File: config.mk
export PLATFORM = sky130hd
export DESIGN_NAME = amiga_kbd_link
export DESIGN_NICKNAME = d
export VERILOG_FILES = /design/src/rtl/amiga_kbd_link_pkg.sv /design/src/rtl/amiga_kbd_bit_shifter.sv /design/src/rtl/amiga_kbd_link.sv
export SDC_FILE = /design/constraint.sdc
export NUM_CORES = 1
export LEC_CHECK = 0
export ABC_AREA = 1
export CAP_MARGIN = 20
export CORE_MARGIN = 2
export CORE_UTILIZATION = 44
export CTS_BUF_LIST = sky130_fd_sc_hd__clkbuf_4 sky130_fd_sc_hd__clkbuf_8 sky130_fd_sc_hd__clkbuf_16
export CTS_CLUSTER_SIZE = 28
export DETAILED_ROUTE_END_ITERATION = 8
export DONT_BUFFER_PORTS = 1
export PLACE_DENSITY_LB_ADDON = 0.1
export SLEW_MARGIN = 25
export SYNTH_ARGS = -nofsm -noshare
export SYNTH_HDL_FRONTEND = slang
export SYNTH_HIERARCHICAL = 1
export SYNTH_SLANG_ARGS = --single-unit
File: constraint.sdc
create_clock -name CLK -period 2.3 [get_ports CLK]
set_input_delay 0.46 -clock CLK [delete_from_list [all_inputs] [get_ports CLK]]
set_output_delay 0.46 -clock CLK [all_outputs]
set_load 0.1 [all_outputs]
File: src/rtl/amiga_kbd_link_pkg.sv
// Shared types and constants for the Amiga keyboard serial link.
// Holds the top FSM and bit-phase encodings plus the protocol byte values.
package amiga_kbd_link_pkg;

    typedef enum logic [3:0] {
        IDLE,
        SETUP,
        CLK_LOW,
        CLK_HIGH,
        ACK_WAIT,
        ACK_RELEASE,
        RSYNC_SETUP,
        RSYNC_LOW,
        RSYNC_HIGH
    } kbd_state_e;

    typedef enum logic [1:0] {
        PH_IDLE,
        PH_SETUP,
        PH_LOW,
        PH_HIGH
    } bit_phase_e;

    localparam logic [7:0] KBD_INIT_POWERUP = 8'hFD;
    localparam logic [7:0] KBD_INIT_TERM    = 8'hFE;
    localparam logic [7:0] KBD_LOST_SYNC    = 8'hF9;

    function automatic int max3(input int a, input int b, input int c);
        int m;
        m = (a > b) ? a : b;
        return (m > c) ? m : c;
    endfunction

endpackage

File: src/rtl/amiga_kbd_bit_shifter.sv
// Clocks one 8-bit frame (or a single resync 1-bit) out on KCLK/KDAT.
// Each bit runs SETUP -> LOW -> HIGH; done pulses in the last HIGH cycle.
module amiga_kbd_bit_shifter
    import amiga_kbd_link_pkg::*;
#(
    parameter int T_SETUP = 1000,
    parameter int T_LOW   = 1000,
    parameter int T_HIGH  = 1000
) (
    input  logic       clk,
    input  logic       rst,
    input  logic       start,
    input  logic       one_bit,
    input  logic [7:0] frame,
    output logic       done,
    output bit_phase_e phase_nxt,
    output logic       kclk_oe,
    output logic       kdat_oe
);

    localparam int TW = $clog2(max3(T_SETUP, T_LOW, T_HIGH) + 1);

    bit_phase_e    phase_q, phase_d;
    logic [TW-1:0] cnt_q, cnt_d;
    logic [TW-1:0] lim;
    logic [TW-1:0] cnt_inc;
    logic [2:0]    bit_q, bit_d;
    logic [7:0]    frame_q, frame_d;
    logic          one_q, one_d;
    logic          cur_bit;

    // Send order is F6..F0 then F7: index 6-bit wraps to 7 on the last bit.
    assign cur_bit   = one_q | frame_q[3'd6 - bit_q];
    assign kclk_oe   = (phase_q == PH_LOW);
    assign kdat_oe   = cur_bit & ((phase_q == PH_SETUP) || (phase_q == PH_LOW) ||
                                  ((phase_q == PH_HIGH) && !one_q));
    assign phase_nxt = phase_d;
    assign cnt_inc   = (cnt_q == {TW{1'b1}}) ? cnt_q : cnt_q + 1'b1;

    always_comb begin
        phase_d = phase_q;
        cnt_d   = cnt_q;
        bit_d   = bit_q;
        frame_d = frame_q;
        one_d   = one_q;
        done    = 1'b0;
        case (phase_q)
            PH_SETUP: lim = TW'(T_SETUP - 1);
            PH_LOW:   lim = TW'(T_LOW - 1);
            default:  lim = TW'(T_HIGH - 1);
        endcase
        case (phase_q)
            PH_IDLE: begin
                if (start) begin
                    frame_d = frame;
                    one_d   = one_bit;
                    bit_d   = 3'd0;
                    cnt_d   = '0;
                    phase_d = PH_SETUP;
                end
            end
            PH_SETUP, PH_LOW: begin
                if (cnt_q == lim) begin
                    cnt_d   = '0;
                    phase_d = (phase_q == PH_SETUP) ? PH_LOW : PH_HIGH;
                end else begin
                    cnt_d = cnt_inc;
                end
            end
            default: begin
                if (cnt_q == lim) begin
                    cnt_d = '0;
                    if (one_q || bit_q == 3'd7) begin
                        phase_d = PH_IDLE;
                        done    = 1'b1;
                    end else begin
                        bit_d   = bit_q + 3'd1;
                        phase_d = PH_SETUP;
                    end
                end else begin
                    cnt_d = cnt_inc;
                end
            end
        endcase
    end

    always_ff @(posedge clk or posedge rst) begin
        if (rst) begin
            phase_q <= PH_IDLE;
            cnt_q   <= '0;
            bit_q   <= 3'd0;
            frame_q <= 8'h00;
            one_q   <= 1'b0;
        end else begin
            phase_q <= phase_d;
            cnt_q   <= cnt_d;
            bit_q   <= bit_d;
            frame_q <= frame_d;
            one_q   <= one_d;
        end
    end

endmodule

File: src/rtl/amiga_kbd_link.sv
// Keyboard-side Amiga serial link: power-up sync, key frames, host handshake
// and lost-sync recovery (resync pulses, $F9, retransmit).
module amiga_kbd_link
    import amiga_kbd_link_pkg::*;
#(
    parameter int T_SETUP     = 1000,
    parameter int T_LOW       = 1000,
    parameter int T_HIGH      = 1000,
    parameter int ACK_MIN     = 50,
    parameter int ACK_TIMEOUT = 7150000
) (
    input  logic       CLK,
    input  logic       RES,
    input  logic       KEY_VALID,
    input  logic [6:0] KEY_CODE,
    input  logic       KEY_UP,
    output logic       KEY_READY,
    output logic       KCLK_OE,
    output logic       KDAT_OE,
    input  logic       KDAT_IN,
    output logic       SYNCED
);

    localparam int AW  = $clog2(ACK_MIN + 1);
    localparam int TOW = $clog2(ACK_TIMEOUT + 1);

    kbd_state_e     state_q, state_d;
    logic [7:0]     q0_q, q0_d, q1_q, q1_d;
    logic [1:0]     qcnt_q, qcnt_d;
    logic [7:0]     cur_q, cur_d;
    logic           synced_q, synced_d;
    logic           rsync_q, rsync_d;
    logic           recov_q, recov_d;
    logic [AW-1:0]  low_q, low_d;
    logic [TOW-1:0] to_q, to_d;

    logic       sh_start, sh_one, sh_done;
    logic [7:0] sh_frame;
    bit_phase_e sh_phase_nxt;
    logic       key_ready;

    amiga_kbd_bit_shifter #(
        .T_SETUP(T_SETUP),
        .T_LOW  (T_LOW),
        .T_HIGH (T_HIGH)
    ) u_shifter (
        .clk      (CLK),
        .rst      (RES),
        .start    (sh_start),
        .one_bit  (sh_one),
        .frame    (sh_frame),
        .done     (sh_done),
        .phase_nxt(sh_phase_nxt),
        .kclk_oe  (KCLK_OE),
        .kdat_oe  (KDAT_OE)
    );

    assign key_ready = (state_q == IDLE) && synced_q && (qcnt_q == 2'd0);
    assign KEY_READY = key_ready;
    assign SYNCED    = synced_q;

    always_comb begin
        state_d  = state_q;
        q0_d     = q0_q;
        q1_d     = q1_q;
        qcnt_d   = qcnt_q;
        cur_d    = cur_q;
        synced_d = synced_q;
        rsync_d  = rsync_q;
        recov_d  = recov_q;
        low_d    = low_q;
        to_d     = to_q;
        sh_start = 1'b0;
        sh_one   = 1'b0;
        sh_frame = q0_q;
        case (state_q)
            IDLE: begin
                if (qcnt_q != 2'd0) begin
                    sh_start = 1'b1;
                    cur_d    = q0_q;
                    q0_d     = q1_q;
                    qcnt_d   = qcnt_q - 2'd1;
                    state_d  = SETUP;
                end else if (key_ready && KEY_VALID) begin
                    sh_start = 1'b1;
                    sh_frame = {KEY_UP, KEY_CODE};
                    cur_d    = {KEY_UP, KEY_CODE};
                    state_d  = SETUP;
                end
            end
            ACK_WAIT: begin
                to_d  = (to_q == {TOW{1'b1}}) ? to_q : to_q + 1'b1;
                low_d = KDAT_IN ? '0 : ((low_q == {AW{1'b1}}) ? low_q : low_q + 1'b1);
                if (!KDAT_IN && low_q == AW'(ACK_MIN - 1)) begin
                    state_d = ACK_RELEASE;
                    if (!rsync_q && cur_q == KBD_INIT_TERM)
                        synced_d = 1'b1;
                end else if (to_q == TOW'(ACK_TIMEOUT - 1)) begin
                    sh_start = 1'b1;
                    sh_one   = 1'b1;
                    rsync_d  = 1'b1;
                    state_d  = RSYNC_SETUP;
                end
            end
            ACK_RELEASE: begin
                if (KDAT_IN) begin
                    state_d = IDLE;
                    if (rsync_q) begin
                        // If the lost frame was itself the recovery $F9, the saved frame is already in q0.
                        rsync_d = 1'b0;
                        recov_d = 1'b1;
                        q0_d    = KBD_LOST_SYNC;
                        q1_d    = recov_q ? q0_q : cur_q;
                        qcnt_d  = 2'd2;
                    end else begin
                        recov_d = 1'b0;
                        if (!synced_q && cur_q == KBD_INIT_POWERUP) begin
                            q0_d   = KBD_INIT_TERM;
                            qcnt_d = 2'd1;
                        end
                    end
                end
            end
            default: begin
                if (sh_done) begin
                    state_d = ACK_WAIT;
                    low_d   = '0;
                    to_d    = '0;
                end else begin
                    case (sh_phase_nxt)
                        PH_LOW:  state_d = rsync_q ? RSYNC_LOW  : CLK_LOW;
                        PH_HIGH: state_d = rsync_q ? RSYNC_HIGH : CLK_HIGH;
                        default: state_d = rsync_q ? RSYNC_SETUP : SETUP;
                    endcase
                end
            end
        endcase
    end

    always_ff @(posedge CLK or posedge RES) begin
        if (RES) begin
            state_q  <= IDLE;
            q0_q     <= KBD_INIT_POWERUP;
            q1_q     <= 8'h00;
            qcnt_q   <= 2'd1;
            cur_q    <= 8'h00;
            synced_q <= 1'b0;
            rsync_q  <= 1'b0;
            recov_q  <= 1'b0;
            low_q    <= '0;
            to_q     <= '0;
        end else begin
            state_q  <= state_d;
            q0_q     <= q0_d;
            q1_q     <= q1_d;
            qcnt_q   <= qcnt_d;
            cur_q    <= cur_d;
            synced_q <= synced_d;
            rsync_q  <= rsync_d;
            recov_q  <= recov_d;
            low_q    <= low_d;
            to_q     <= to_d;
        end
    end

endmodule

# Word level (Yosys, flattened, before mapping)
# Cells that the tools add are included.
# totals
elab_cells	156
ff_bits	86
input_bits	12
out_inout_bits	4
# op_classes
n_eq_ne	28
mux	64
n_reduce_logical	38
addsub	6
bitwise_logic	4
magnitude_cmp	1
# op_table
cell	n
two-way mux 8 bit	10
== test 23 bit, second input constant	2
two-way mux 23 bit	2
one-hot mux 23 bit (2 select lines)	1
two-way mux 10 bit	4
two-way mux 4 bit	7
adder 23 x 1 -> 23 bit, second input constant	1
== test 10 bit, second input constant	2
two-way mux 6 bit	3
== test 8 bit, second input constant	2
one-hot mux 8 bit (2 select lines)	1
two-way mux 1 bit	15
two-way mux 3 bit	5
AND reduction 3 bit	5
two-way mux 2 bit	7
== test 6 bit, second input constant	2
inequality test 2 bit, second input constant	6
inequality test 3 bit, second input constant	4
one-hot mux 4 bit (3 select lines)	1
one-hot mux 6 bit (2 select lines)	1
AND reduction 4 bit	3
nonzero test 2 bit	6
adder 10 x 1 -> 10 bit, second input constant	1
== test 2 bit, second input constant	4
26 further kinds	46

# Depth between registers and ports, before layout
# logic_depth
depth_word	13
depth_mapped	19

# Cells and area by module
# Netlist, hierarchy kept.
# by_module_without_submodules
mod	area_each_um2	seq_area_each_um2	cells_per_inst	instances
amiga_kbd_link	3837.4	1561.5	524	1
amiga_kbd_bit_shifter	1515.2	600.6	192	1

# Worst setup path before layout
# No wires, ideal clock.
# synth_path
path_type	register to register
start	reg synced_q (netlist: SYNCED)
end	reg state_q[0]
setup_time_ns	0.066
period_less_slack_ns	2.922
t_arrival_ns	2.856
path_stages_with_launch	17
slack_ns	-0.622
path_cell_list	dfrtp_1 -> inv_1 -> nor2_4 -> nand2_2 -> nand2_2 -> or2_2 -> nand2_2 -> nand2_1 -> nand2_1 -> nand3_1 -> inv_1 -> nand2_1 -> xor2_1 -> nand3_1 -> nand2_1 -> nand4_1 -> nand2_1
# synth_via
elab_chain_cells	12
word_cells_on_any_way	15
classes_between	eq/ne: 3; mux: 8; reduce/logical: 4
# synth_rtl
item	line	source
start: declaration	amiga_kbd_link.sv:31	logic synced_q, synced_d;
start signal: assignment	amiga_kbd_link.sv:158	synced_q <= synced_d;
logical AND 1 bit (*) (2 in a row)	amiga_kbd_link.sv:58	assign key_ready = (state_q == IDLE) && synced_q && (qcnt_q == 2'd0);
net KEY_READY	amiga_kbd_link.sv:17	output logic KEY_READY,
logical AND 1 bit (*)	amiga_kbd_link.sv:84	end else if (key_ready && KEY_VALID) begin
two-way mux 1 bit (*)	amiga_kbd_link.sv:84	
two-way mux 1 bit (*)	amiga_kbd_link.sv:78	if (qcnt_q != 2'd0) begin
one-hot mux 1 bit (2 select lines) (*)	amiga_kbd_link.sv:76	case (state_q)
net sh_start	amiga_kbd_link.sv:37	logic sh_start, sh_one, sh_done;
two-way mux 2 bit (*)	amiga_kbd_bit_shifter.sv:54	if (start) begin
one-hot mux 2 bit (2 select lines) (*)	amiga_kbd_bit_shifter.sv:52	case (phase_q)
net sh_phase_nxt[0]	amiga_kbd_link.sv:39	bit_phase_e sh_phase_nxt;
== test 2 bit	amiga_kbd_link.sv:130	case (sh_phase_nxt)
one-hot mux 4 bit (2 select lines) (*)	amiga_kbd_link.sv:130	
two-way mux 4 bit (*)	amiga_kbd_link.sv:125	if (sh_done) begin
one-hot mux 4 bit (3 select lines) (*)	amiga_kbd_link.sv:76	
end signal: assignment	amiga_kbd_link.sv:153	state_q <= state_d;
end: declaration	amiga_kbd_link.sv:27	kbd_state_e state_q, state_d;
# The timed path passes the listed nets; every way through them passes the cells marked *.
# A chain may end at the register's enable or synchronous reset.

# Final worst setup path
# layout_path
start	reg low_q[1]
end	reg state_q[1]
# layout_via
elab_chain_cells	10
word_cells_on_any_way	14
classes_between	eq/ne: 4; mux: 8; reduce/logical: 2
# layout_rtl
item	line	source
start: declaration	amiga_kbd_link.sv:34	logic [AW-1:0] low_q, low_d;
start signal: assignment	amiga_kbd_link.sv:161	low_q <= low_d;
== test 6 bit (*)	amiga_kbd_link.sv:94	if (!KDAT_IN && low_q == AW'(ACK_MIN - 1)) begin
logical AND 1 bit (*)	amiga_kbd_link.sv:94	
two-way mux 1 bit (*)	amiga_kbd_link.sv:94	
one-hot mux 1 bit (2 select lines) (*)	amiga_kbd_link.sv:76	
net sh_start	amiga_kbd_link.sv:37	
two-way mux 2 bit (*)	amiga_kbd_bit_shifter.sv:54	
one-hot mux 2 bit (2 select lines) (*)	amiga_kbd_bit_shifter.sv:52	
net sh_phase_nxt[1]	amiga_kbd_link.sv:39	
== test 2 bit	amiga_kbd_link.sv:130	
one-hot mux 4 bit (2 select lines) (*)	amiga_kbd_link.sv:130	
two-way mux 4 bit (*)	amiga_kbd_link.sv:125	
one-hot mux 4 bit (3 select lines) (*)	amiga_kbd_link.sv:76	
# Marks and branches as above.

==> impl_metrics.ini <==
[outcome]
status = finished, final reports clean

[worst_setup_path]
cpPeakStageDelay_ps = 400
worst-endpoint-arrival_ps = 2500
reg2reg_slack_ps = 70
timing.critical_path.cells = inv_2, ha_4, nand3_4, nor2_4, nor2_4, inv_2, nor2_4, or2_4, nor2_4, o21ai_2, a21oi_2, buf_4, buf_4, nand2_2, nand2_2, a21oi_2, nor2_1
crit_path_top_delay_cell = sky130_fd_sc_hd__dfrtp_1
timing.critical_path.fanout_max = 3
cp_num_buf_inv = 4
path_common_cell = sky130_fd_sc_hd__nor2_4
cp_data_required_time_ps = 2570
worst-setup-path-type = reg -> reg
worst_setup_path_start_kind = register
crit_family = simple AND/OR/NAND/NOR gates
end_kind = register

[worst_hold_path]
worstHoldPathType = in -> async

[cells_and_area]
design_area_um2 = 6390
filler_cell_count = 1134
register_cell_area_after_layout_um2 = 2170
drive_above_1_share_pct = 23.0
multi_input_area_um2 = 2900
layout.nets = 798
area.growth.synth_to_final_pct = 19.4
antenna_cells_inserted = 0

[floorplan]
core-area_um2 = 12000
design.portCount = 16
floorplan.die.width_um = 114
die-area_um2 = 13100
initial_core_util_pct = 44.7
fp-row-count = 40
die_h_um = 114

[route]
routed-via-count = 4750
drt_iter0_drc = 278
wirelength_um = 12900
drt_pre_antenna_iters = 5
ant_nets = 0
routed_via_density = 5.14
detail_route.drc_violations = 0
routed_wire_length_per_instance_um = 14.0

[clock_network]
cts.sink_count = 86
clk_pin_slew_ps = 70
clk_latency_ps = 350
clock_tree.root_cell = sky130_fd_sc_hd__clkbuf_16
cts_tree = done
cts-root-to-sink-buffers = 2
tritoncts.num_buffers = 9
cts_stage_hold_buffer_count = 0
number_of_h_tree_levels = 3

[flow_run]
max_cap_viol_count = 0

[yosys]
synth_top_cells_by_count = sky130_fd_sc_hd__nand2_1, sky130_fd_sc_hd__dfrtp_1, sky130_fd_sc_hd__inv_1, sky130_fd_sc_hd__nor2_1, sky130_fd_sc_hd__nand3_1
syn_nets = 741
largest_area_contributor_in_the_netlist = sky130_fd_sc_hd__dfrtp_1
ff_latch_count_synth = 86
synth_top_area_share_pct = 36.5
post-synth-top-count-cell = sky130_fd_sc_hd__nand2_1
synth.avg_cell_area_um2 = 7.48
synth-async-reset-ratio_pct = 100
syn-instance-count = 716
synth-warning-count = 6
syn_area_um2 = 5350
netlist-cell-type-count = 40
seq_area_frac_synth_pct = 40.4
synth_flop_cell = sky130_fd_sc_hd__dfrtp_1
synth.top_cells.by_area = sky130_fd_sc_hd__dfrtp_1, sky130_fd_sc_hd__nand2_1, sky130_fd_sc_hd__nand3_1, sky130_fd_sc_hd__inv_1, sky130_fd_sc_hd__nor2_1
synth-edff-count = 0

[sta]
worst_slew_margin_rel_pct = 60.7
rsz0062_at_grt = true
finalWorstPathRequiredPeriod_ps = 2230
fmax_ghz = 0.448
final.period_utilization_pct = 97.0
hold_violations = 0
worst-slew-pin-transition_ps = 589
slew_violations = 0
fin_ws_ps = 70.0
final.setup_skew_ps = 11.0
final-setup-viol-count = 0

[global_routing]
grt_pass1_vias = 4506
number_of_antenna_violations_at_the_first_check_in_global_routing = 0
total_grt_overflow = 0
grt_pass1_wl_um = 21800
grt_start_max_net_pins = 27
grt_usage_pct = 21.1

[placement]
io_buffers = 0
dp_slack_ps = 12.0
post_dp_cell_area_um2 = 5780
place_hpwl_um = 9290
gp_routability_congestion = 0.841

[power_and_ir_drop]
fin_total_pwr_w = 0.00380
power.leakage_nw = 3.10
peakVddDrop_mv = 0.451
power.density_nw_per_um2 = 594
## power breakdown
part	internal (W)	leakage, nW	switching, W	total (W)
combinational	0.000136	1.88	0.000235	0.000370
sequential	0.00160	1.05	0.0000717	0.00168
clock	0.00110	0.174	0.000650	0.00175
total	0.00284	3.10	0.000957	0.00380
## sequential cells by signal (all words and copies together) (netlist names)
name	cells
u_shifter/phase_q	2
q0_q	8
q1_q	8
cur_q	8
qcnt_q	2
to_q	23
u_shifter/cnt_q	10
state_q	4
low_q	6
u_shifter/bit_q	3
recov_q	1
SYNCED	1
rsync_q	1
u_shifter/frame_q	8
u_shifter/one_q	1
## stage by stage
| step | hold WS, ps | TNS (ps) | cells | util, % |
|---|---|---|---|---|
| after floorplan | 442 | -409 | 716 | - |
| after global placement | 424 | 0 | 891 | 48.3 |
| after detailed placement | 429 | 0 | 891 | 48.3 |
| after CTS | 47.5 | 0 | 908 | 51.5 |
| after global routing | 74.6 | -91.6 | 925 | 53.5 |
| final | 45.8 | 0 | 925 | 53.5 |
## layout make-up
cell class / instances / share of cell area (%)
Multi-Input combinational cell: 533 / 45.3
Clock buffer: 10 / 3.74
Inverter: 80 / 4.70
Sequential cell: 86 / 33.9
Timing Repair Buffer: 63 / 7.71
Clock inverter: 6 / 1.82
Tap cell: 147 / 2.88
## worst reg2reg max path, cell delays in order (launching register included)
cell,delay [ps]
sky130_fd_sc_hd__dfrtp_1,400
sky130_fd_sc_hd__inv_2,80
sky130_fd_sc_hd__ha_4,130
sky130_fd_sc_hd__nand3_4,80
sky130_fd_sc_hd__nor2_4,150
sky130_fd_sc_hd__nor2_4,60
sky130_fd_sc_hd__inv_2,60
sky130_fd_sc_hd__nor2_4,40
sky130_fd_sc_hd__or2_4,270
sky130_fd_sc_hd__nor2_4,80
sky130_fd_sc_hd__o21ai_2,60
sky130_fd_sc_hd__a21oi_2,170
sky130_fd_sc_hd__buf_4,140
sky130_fd_sc_hd__buf_4,100
sky130_fd_sc_hd__nand2_2,50
sky130_fd_sc_hd__nand2_2,80
sky130_fd_sc_hd__a21oi_2,60
sky130_fd_sc_hd__nor2_1,120
## cells in the final DEF, fill, tap and decap left out, types with 7 or more instances in the layout
master,count
sky130_fd_sc_hd__nand3_1,53
sky130_fd_sc_hd__nor2_2,8
sky130_fd_sc_hd__nand2_2,13
sky130_fd_sc_hd__nor2_1,59
sky130_fd_sc_hd__o21ai_0,39
sky130_fd_sc_hd__o21ai_2,16
sky130_fd_sc_hd__dfstp_2,8
sky130_fd_sc_hd__inv_1,68
sky130_fd_sc_hd__inv_2,12
sky130_fd_sc_hd__nor2_4,12
sky130_fd_sc_hd__clkbuf_16,9
sky130_fd_sc_hd__buf_4,60
sky130_fd_sc_hd__nand2_1,222
sky130_fd_sc_hd__a21oi_1,15
sky130_fd_sc_hd__o21ai_1,7
sky130_fd_sc_hd__dfrtp_1,75
sky130_fd_sc_hd__ha_1,9
sky130_fd_sc_hd__xor2_1,15
sky130_fd_sc_hd__nor3_1,8
sky130_fd_sc_hd__nand4_1,9
## metal layers
layer  part of all wire [%]  vias up  GRT usage (%)  wire length [µm]
met5                      0        -              0                 0
met4                   0.78        0           4.39               101
met3                    4.0        9           5.03               514
met2                     49       79           34.6              6330
met1                     46     2264           28.6              5990
li1                       -     2398              -                 -
## final timing paths
| check | start | end | cells past startpoint |
|---|---|---|---|
| setup reg to reg | low_q[1]$_DFFE_PP0P_ | state_q[1]$_DFFE_PP0P_ | 17 |
| setup / recovery | low_q[1]$_DFFE_PP0P_ | state_q[1]$_DFFE_PP0P_ | 17 |
| hold / removal | RES | u_shifter/cnt_q[5]$_DFFE_PP0P_ | 2 |
| min in group CLK | KDAT_IN | low_q[5]$_DFFE_PP0P_ | 3 |
| max in group asynchronous | RES | q0_q[4]$_DFFE_PP1P_ | 2 |
| hold reg to reg | q0_q[0]$_DFFE_PP1P_ | q0_q[0]$_DFFE_PP1P_ | 2 |
## cell families (layout without fill, tap and decap cells)
kind of cell	count (synthesis)	in the layout	share of synthesized area [%]
adder cells (fa/ha/maj)	13	13	3.04
buffers and inverters	97	159	8.02
XOR/XNOR	20	20	3.27
flip-flops	86	86	40.4
AO/OA/AOI/OAI	92	92	10.7
AND/OR/NAND/NOR	408	408	34.6
## timing repair
action / 4_1_cts / 5_1_grt
cloned: 0 / 0
setup buffers: 1 / 17
pin swaps: 3 / 23
endpoints found under the setup margin: 2 / 9
gates resized for setup: 5 / 29
Power figures use the tool's default switching activity.
